File: src/rtl/sigmoid_arbiter.sv
// sigmoid_arbiter
//   Lets N neuron requesters share one sigmoid activation unit. One requester
//   at a time owns the unit. Its argument, result, error and propagate
//   handshakes are routed to and from the unit combinationally. In training
//   mode the grant covers the whole forward and backward transaction.
//
// Build option:
//   SIGMOID_ARBITER_ROUND_ROBIN_EN  defined   -> round-robin arbitration
//                                   undefined -> fixed priority, lowest index wins
//
// Ports:
//   clock, reset          rising-edge clock; synchronous active-low reset
//   train                 training mode, sampled when the grant is taken
//   req_argument_*        per-requester argument channel (16-bit slice i = requester i)
//   req_result_*          per-requester result valid/ready; data broadcast (8 bits)
//   req_error_*           per-requester error channel (16-bit slice i = requester i)
//   req_propagate_*       per-requester propagate valid/ready; data broadcast (16 bits)
//   act_train             latched train bit for the activation unit
//   act_argument/result/error/propagate_*  single channel set to the unit
//   grant                 index of the current owner
//   busy                  high whenever a transaction is in progress
//
// States:
//   IDLE | no owner; arbitrate among pending argument valids
//   ARG  | owner's argument channel routed to the unit
//   RES  | unit's result routed back to the owner
//   ERR  | owner's error channel routed to the unit (training only)
//   PRP  | unit's propagate value routed back to the owner (training only)

module sigmoid_arbiter #(
    parameter int N = 4,
    parameter int W = $clog2(N)
) (
    input  logic            clock,
    input  logic            reset,
    input  logic            train,

    input  logic [N-1:0]    req_argument_valid,
    input  logic [16*N-1:0] req_argument_data,
    output logic [N-1:0]    req_argument_ready,

    output logic [N-1:0]    req_result_valid,
    output logic [7:0]      req_result_data,
    input  logic [N-1:0]    req_result_ready,

    input  logic [N-1:0]    req_error_valid,
    input  logic [16*N-1:0] req_error_data,
    output logic [N-1:0]    req_error_ready,

    output logic [N-1:0]    req_propagate_valid,
    output logic [15:0]     req_propagate_data,
    input  logic [N-1:0]    req_propagate_ready,

    output logic            act_train,

    output logic            act_argument_valid,
    output logic [15:0]     act_argument_data,
    input  logic            act_argument_ready,

    input  logic            act_result_valid,
    input  logic [7:0]      act_result_data,
    output logic            act_result_ready,

    output logic            act_error_valid,
    output logic [15:0]     act_error_data,
    input  logic            act_error_ready,

    input  logic            act_propagate_valid,
    input  logic [15:0]     act_propagate_data,
    output logic            act_propagate_ready,

    output logic [W-1:0]    grant,
    output logic            busy
);

    typedef enum logic [2:0] {
        IDLE = 3'd0,
        ARG  = 3'd1,
        RES  = 3'd2,
        ERR  = 3'd3,
        PRP  = 3'd4
    } state_t;

    state_t         state;
    state_t         state_nxt;
    logic [W-1:0]   winner;
    logic [N-1:0]   gnt_oh;
    logic [15:0]    arg_sel;
    logic [15:0]    err_sel;
    logic           take_grant;

    assign take_grant = (state == IDLE) && (|req_argument_valid);
    assign busy       = (state != IDLE);

`ifdef SIGMOID_ARBITER_ROUND_ROBIN_EN
    logic [W-1:0] rr_ptr;
    int           dist;
    int           best_dist;

    // The requester with the smallest distance after the pointer wins, which
    // is the same as searching from pointer+1 and wrapping at N-1.
    always_comb begin
        winner    = '0;
        dist      = 0;
        best_dist = N;
        for (int i = 0; i < N; i++) begin
            dist = (i + N - 1 - int'(rr_ptr)) % N;
            if (req_argument_valid[i] && (dist < best_dist)) begin
                best_dist = dist;
                winner    = W'(i);
            end
        end
    end

    always_ff @(posedge clock) begin
        if (!reset) begin
            rr_ptr <= W'(N - 1);
        end else if (take_grant) begin
            rr_ptr <= winner;
        end
    end
`else
    always_comb begin
        winner = '0;
        for (int i = N - 1; i >= 0; i--) begin
            if (req_argument_valid[i]) begin
                winner = W'(i);
            end
        end
    end
`endif

    // One-hot view of the owner plus its argument/error data slices.
    always_comb begin
        gnt_oh  = '0;
        arg_sel = '0;
        err_sel = '0;
        for (int i = 0; i < N; i++) begin
            if (grant == W'(i)) begin
                gnt_oh[i] = 1'b1;
                arg_sel   = req_argument_data[16*i +: 16];
                err_sel   = req_error_data[16*i +: 16];
            end
        end
    end

    always_ff @(posedge clock) begin
        if (!reset) begin
            state     <= IDLE;
            grant     <= '0;
            act_train <= 1'b0;
        end else begin
            state <= state_nxt;
            if (take_grant) begin
                grant     <= winner;
                act_train <= train;
            end
        end
    end

    always_comb begin
        state_nxt           = state;
        req_argument_ready  = '0;
        req_result_valid    = '0;
        req_error_ready     = '0;
        req_propagate_valid = '0;
        act_argument_valid  = 1'b0;
        act_result_ready    = 1'b0;
        act_error_valid     = 1'b0;
        act_propagate_ready = 1'b0;
        act_argument_data   = arg_sel;
        act_error_data      = err_sel;
        req_result_data     = act_result_data;
        req_propagate_data  = act_propagate_data;

        case (state)
            IDLE: begin
                if (|req_argument_valid) begin
                    state_nxt = ARG;
                end
            end
            ARG: begin
                act_argument_valid = |(req_argument_valid & gnt_oh);
                req_argument_ready = gnt_oh & {N{act_argument_ready}};
                if (act_argument_valid && act_argument_ready) begin
                    state_nxt = RES;
                end
            end
            RES: begin
                req_result_valid = gnt_oh & {N{act_result_valid}};
                act_result_ready = |(req_result_ready & gnt_oh);
                if (act_result_valid && act_result_ready) begin
                    state_nxt = act_train ? ERR : IDLE;
                end
            end
            ERR: begin
                act_error_valid = |(req_error_valid & gnt_oh);
                req_error_ready = gnt_oh & {N{act_error_ready}};
                if (act_error_valid && act_error_ready) begin
                    state_nxt = PRP;
                end
            end
            PRP: begin
                req_propagate_valid = gnt_oh & {N{act_propagate_valid}};
                act_propagate_ready = |(req_propagate_ready & gnt_oh);
                if (act_propagate_valid && act_propagate_ready) begin
                    state_nxt = IDLE;
                end
            end
            default: begin
                state_nxt = IDLE;
            end
        endcase
    end

endmodule
File: config.mk
export PLATFORM = sky130hd
export DESIGN_NAME = sigmoid_arbiter
export DESIGN_NICKNAME = d
export VERILOG_FILES = /design/src/rtl/sigmoid_arbiter.sv
export SDC_FILE = /design/constraint.sdc
export NUM_CORES = 1
export LEC_CHECK = 0
export CAP_MARGIN = 20
export CORE_AREA = 4 4 96 98
export DETAILED_ROUTE_END_ITERATION = 7
export DIE_AREA = 0 0 100 102
export PLACE_DENSITY_LB_ADDON = 0.12
export SKIP_LAST_GASP = 1
export SLEW_MARGIN = 0
export SYNTH_ARGS = -nofsm -noshare
export SYNTH_HDL_FRONTEND = slang
export SYNTH_SLANG_ARGS = --single-unit
File: constraint.sdc
create_clock -name clock -period 3.6 [get_ports clock]
set_input_delay 0.72 -clock clock [delete_from_list [all_inputs] [get_ports clock]]
set_output_delay 0.72 -clock clock [all_outputs]
set_load 0.02 [all_outputs]
==> impl_summary.md <==
Outcome
The run finished with clean final reports.

Timing
For the pin with the worst max-slew slack, the measured transition is 0.326 ns. The number of pins exceeding their max-slew limit in the final report is 0. Across all hold checks on the routed design, the worst slack comes to 0.570 ns. The post-route setup TNS is 0 ns. After layout, the minimum clock period comes to 3.15 ns.

Setup violations remaining at the end of the flow were counted as 0. Between clock sinks in the finished design, the worst skew comes to between 0.003 and 0.004 ns. Setup repair after global routing left no endpoint under its margin.

The final critical path takes up about 90% of the cycle. The number of endpoints with negative hold slack in the final report came to 0. Timing would allow up to 0.317 GHz.

In this run the tightest slew margin relative to its limit is 78.3%.

Power and ir drop
The power density relative to cell area is 381 mW/mm2. The analysis attributes to cell leakage a power of 0.00125 uW. IR analysis of the VDD net gives a maximum drop of approximately 0.00026 V.

Place
The congestion estimate from routability-driven global placement came to 0.763. The HPWL after detailed placement is 7610 um. The total of buffers placed on input and output ports is 206.

The cell count after placement is ~430.

Clocking
The clock latency reported for the late side of the worst-skew pair is between 0.2 and 0.25 ns. The quantity of hold-fixing buffers added after cts is 0. CTS built an H-tree with a depth of 1.

No sink is reached through more buffers than the 2 on the longest clock path. The count of buffers added by post-CTS timing repair for setup is 0. The TritonCTS clock tree is yes. The master cell of the clock root buffer is sky130_fd_sc_hd__clkbuf_8. Buffers inserted during clock tree synthesis total 3. The clock-pin slew on the worst setup and hold paths is 0.04 ns.

The TritonCTS sink count is 6. After clock tree synthesis, the repair step resized 0 gates.

Layout
The antenna diode count is 0. For this run, the share of the core covered by cells in the final layout is 42.6%. The fraction of final layout cells sized beyond drive strength 1 is between 10 and 15%.

The post-layout net count is 505. The area overhead of the layout relative to synthesis is 132%. For this run, the number of standard cells in the final layout without fillers is 436.

Floorplan
The total die area is 0.0102 mm2. The effective utilization at floorplan is 18.4%. After floorplanning, the core was divided into 34 placement rows. The die boundary width is around 100 um. In this run the standard cell core region covers around 0.0085 mm2. Pin placement for this block handled ~260 I/O pins. The die boundary height is about 100 um.

Setup path
The sort of element at the start of the critical path is an input pin. The critical path start-end classification is input pin to primary output. Data on the critical path arrives at its endpoint at 2.43 ns. STA classifies the critical path endpoint as a primary output.

Of all nets on the critical path, the largest fanout is 4. The data required time at the worst endpoint is 2.88 ns.

GRT
Global routing used 15.7% of the available tracks across all layers. The wire length of the first global-routing pass is 12400 um. The pin count of the biggest net entering global routing is slightly above 40. The number of global-route vias before repair is 2005. Global routing finished with a remaining overflow of 0. The initial antenna violation count is 0.

Drt
The per-cell routed wire length is approximately 20 um. Once detail routing completed, the nets flagged for antenna violations numbered 0. The detailed router finished its first iteration with 40 violations. The total wire length after detailed routing is between 8000 and 9000 um. Detailed routing inserted a total of 1964 vias. The number of iterations in the first detailed-routing pass is 4.

Using the TritonRoute via totals, the vias-per-cell ratio works out to 4.50. The detailed-route DRC error count is 0.

Logic synthesis
The area of the mapped netlist is 0.00156 mm2. Summing the sequential cell areas from Yosys gives 7.72% of the chip area. After synthesis, the netlist uses 27 different library cells. The number of nets produced by synthesis is roughly 330. In the post-synthesis netlist, the biggest area contributors are sky130_fd_sc_hd__mux4_2 (49%), sky130_fd_sc_hd__buf_4 (12%), sky130_fd_sc_hd__dfxtp_1 (7.7%). The area share of the leading cell type in the synthesized netlist is 49.2%. The register bit count reported by yosys is 6. The mean instance size in the synthesized netlist is 10.2 um2. The post-synthesis cell count is 152. Summed over all instances, the cell type with the most area after synthesis is sky130_fd_sc_hd__mux4_2. The number of warning messages in the yosys log is 0.

Run
Across the run, the number of max-cap violations was 0.

Hold path
The worst min-delay path class is flip-flop to flip-flop.
==> routing by layer <==
| layer | share of wire (%) | global-route usage [%] | vias to the layer above |
|---|---|---|---|
| met4 | 0.21 | 2.07 | 0 |
| li1 | - | - | 924 |
| met2 | 52 | 29.2 | 115 |
| met3 | 11 | 5.05 | 4 |
| met5 | 0 | 0 | - |
| met1 | 36 | 18.1 | 921 |
==> critical path: stages <==
cell and delay (ns):
sky130_fd_sc_hd__clkdlybuf4s50_1 0.45, sky130_fd_sc_hd__mux4_2 0.52, sky130_fd_sc_hd__and3_1 0.21, sky130_fd_sc_hd__clkdlybuf4s50_1 0.53
==> cells in the mapped netlist (all sizes together) <==
cell type   n
and3b       1
nand4       2
or2         1
mux2i       6
o221a       2
inv         4
nor3b       1
a2111o      1
or4         1
mux4       34
clkbuf      8
nor3        4
nand2b      7
o221ai      2
a221o       1
a21oi       3
and3        4
a32o        1
dfxtp       6
or3         1
nor2       20
buf        28
and2        1
nand3       3
nand2      10
==> path summary, 6_finish.rpt <==
path,start,to,slack [ns],cells past startpoint
worst max register to register,grant[0]$_SDFFE_PN0P_,state[0]$_SDFFE_PN0P_,1.55,5
worst min register to register,act_train$_SDFFE_PN0P_,act_train$_SDFFE_PN0P_,0.57,2
worst max-delay path,req_argument_valid[0],act_argument_valid,0.45,4
worst min-delay path,act_train$_SDFFE_PN0P_,act_train$_SDFFE_PN0P_,0.57,2
==> stage by stage <==
stage,setup WS [ns],cell area [um2],total power [uW]
2_1_floorplan,1.33,1560,793
3_3_place_gp,0.459,3570,1290
3_5_place_dp,0.450,3570,1290
4_1_cts,0.440,3610,1400
5_1_grt,0.400,3610,1460
6_report,0.449,3610,1370
==> logic make-up (layout without fill, tap and decap cells) <==
family                 Yosys count  after routing  synth area share [%]
AOI/OAI and AO/OA               10             10                  5.63
buffers and inverters           40            216                  16.2
DFF                              6              6                  7.72
muxes                           40             40                  53.1
and+or+nand+nor                 56             56                  17.4
==> area by class of cell <==
cell class	instances	area, um2
Multi-Input combinational cell	106	1180
Sequential cell	6	123
Fill cell	835	4860
Clock buffer	3	41.3
Tap cell	108	135
Inverter	4	15.0
Timing Repair Buffer	209	2110
==> placed cells by master (no fill, tap or decap), types with 2 or more instances in the layout <==
cell type                         count
sky130_fd_sc_hd__nand2_1             10
sky130_fd_sc_hd__o221ai_1             2
sky130_fd_sc_hd__buf_12               2
sky130_fd_sc_hd__mux2i_1              6
sky130_fd_sc_hd__nand4_1              2
sky130_fd_sc_hd__o221a_1              2
sky130_fd_sc_hd__nor3_1               4
sky130_fd_sc_hd__a21oi_1              3
sky130_fd_sc_hd__dfxtp_1              4
sky130_fd_sc_hd__clkdlybuf4s50_1    206
sky130_fd_sc_hd__dfxtp_2              2
sky130_fd_sc_hd__and3_1               4
sky130_fd_sc_hd__nor2_1              20
sky130_fd_sc_hd__inv_1                4
sky130_fd_sc_hd__mux4_2              34
sky130_fd_sc_hd__nand3_1              3
sky130_fd_sc_hd__nand2b_1             7
sky130_fd_sc_hd__clkbuf_8             3
==> report_power, final <==
part,internal [uW],total (uW),switching (uW)
registers,84.7,130,45.8
logic,659,1140,485
clock network,71.6,98.1,26.5
==> flip-flops by register name, indices dropped and copies added (netlist names) <==
signal and cells:
state 3, grant 2, act_train 1
No activity file was read; power rests on OpenSTA's default activity.
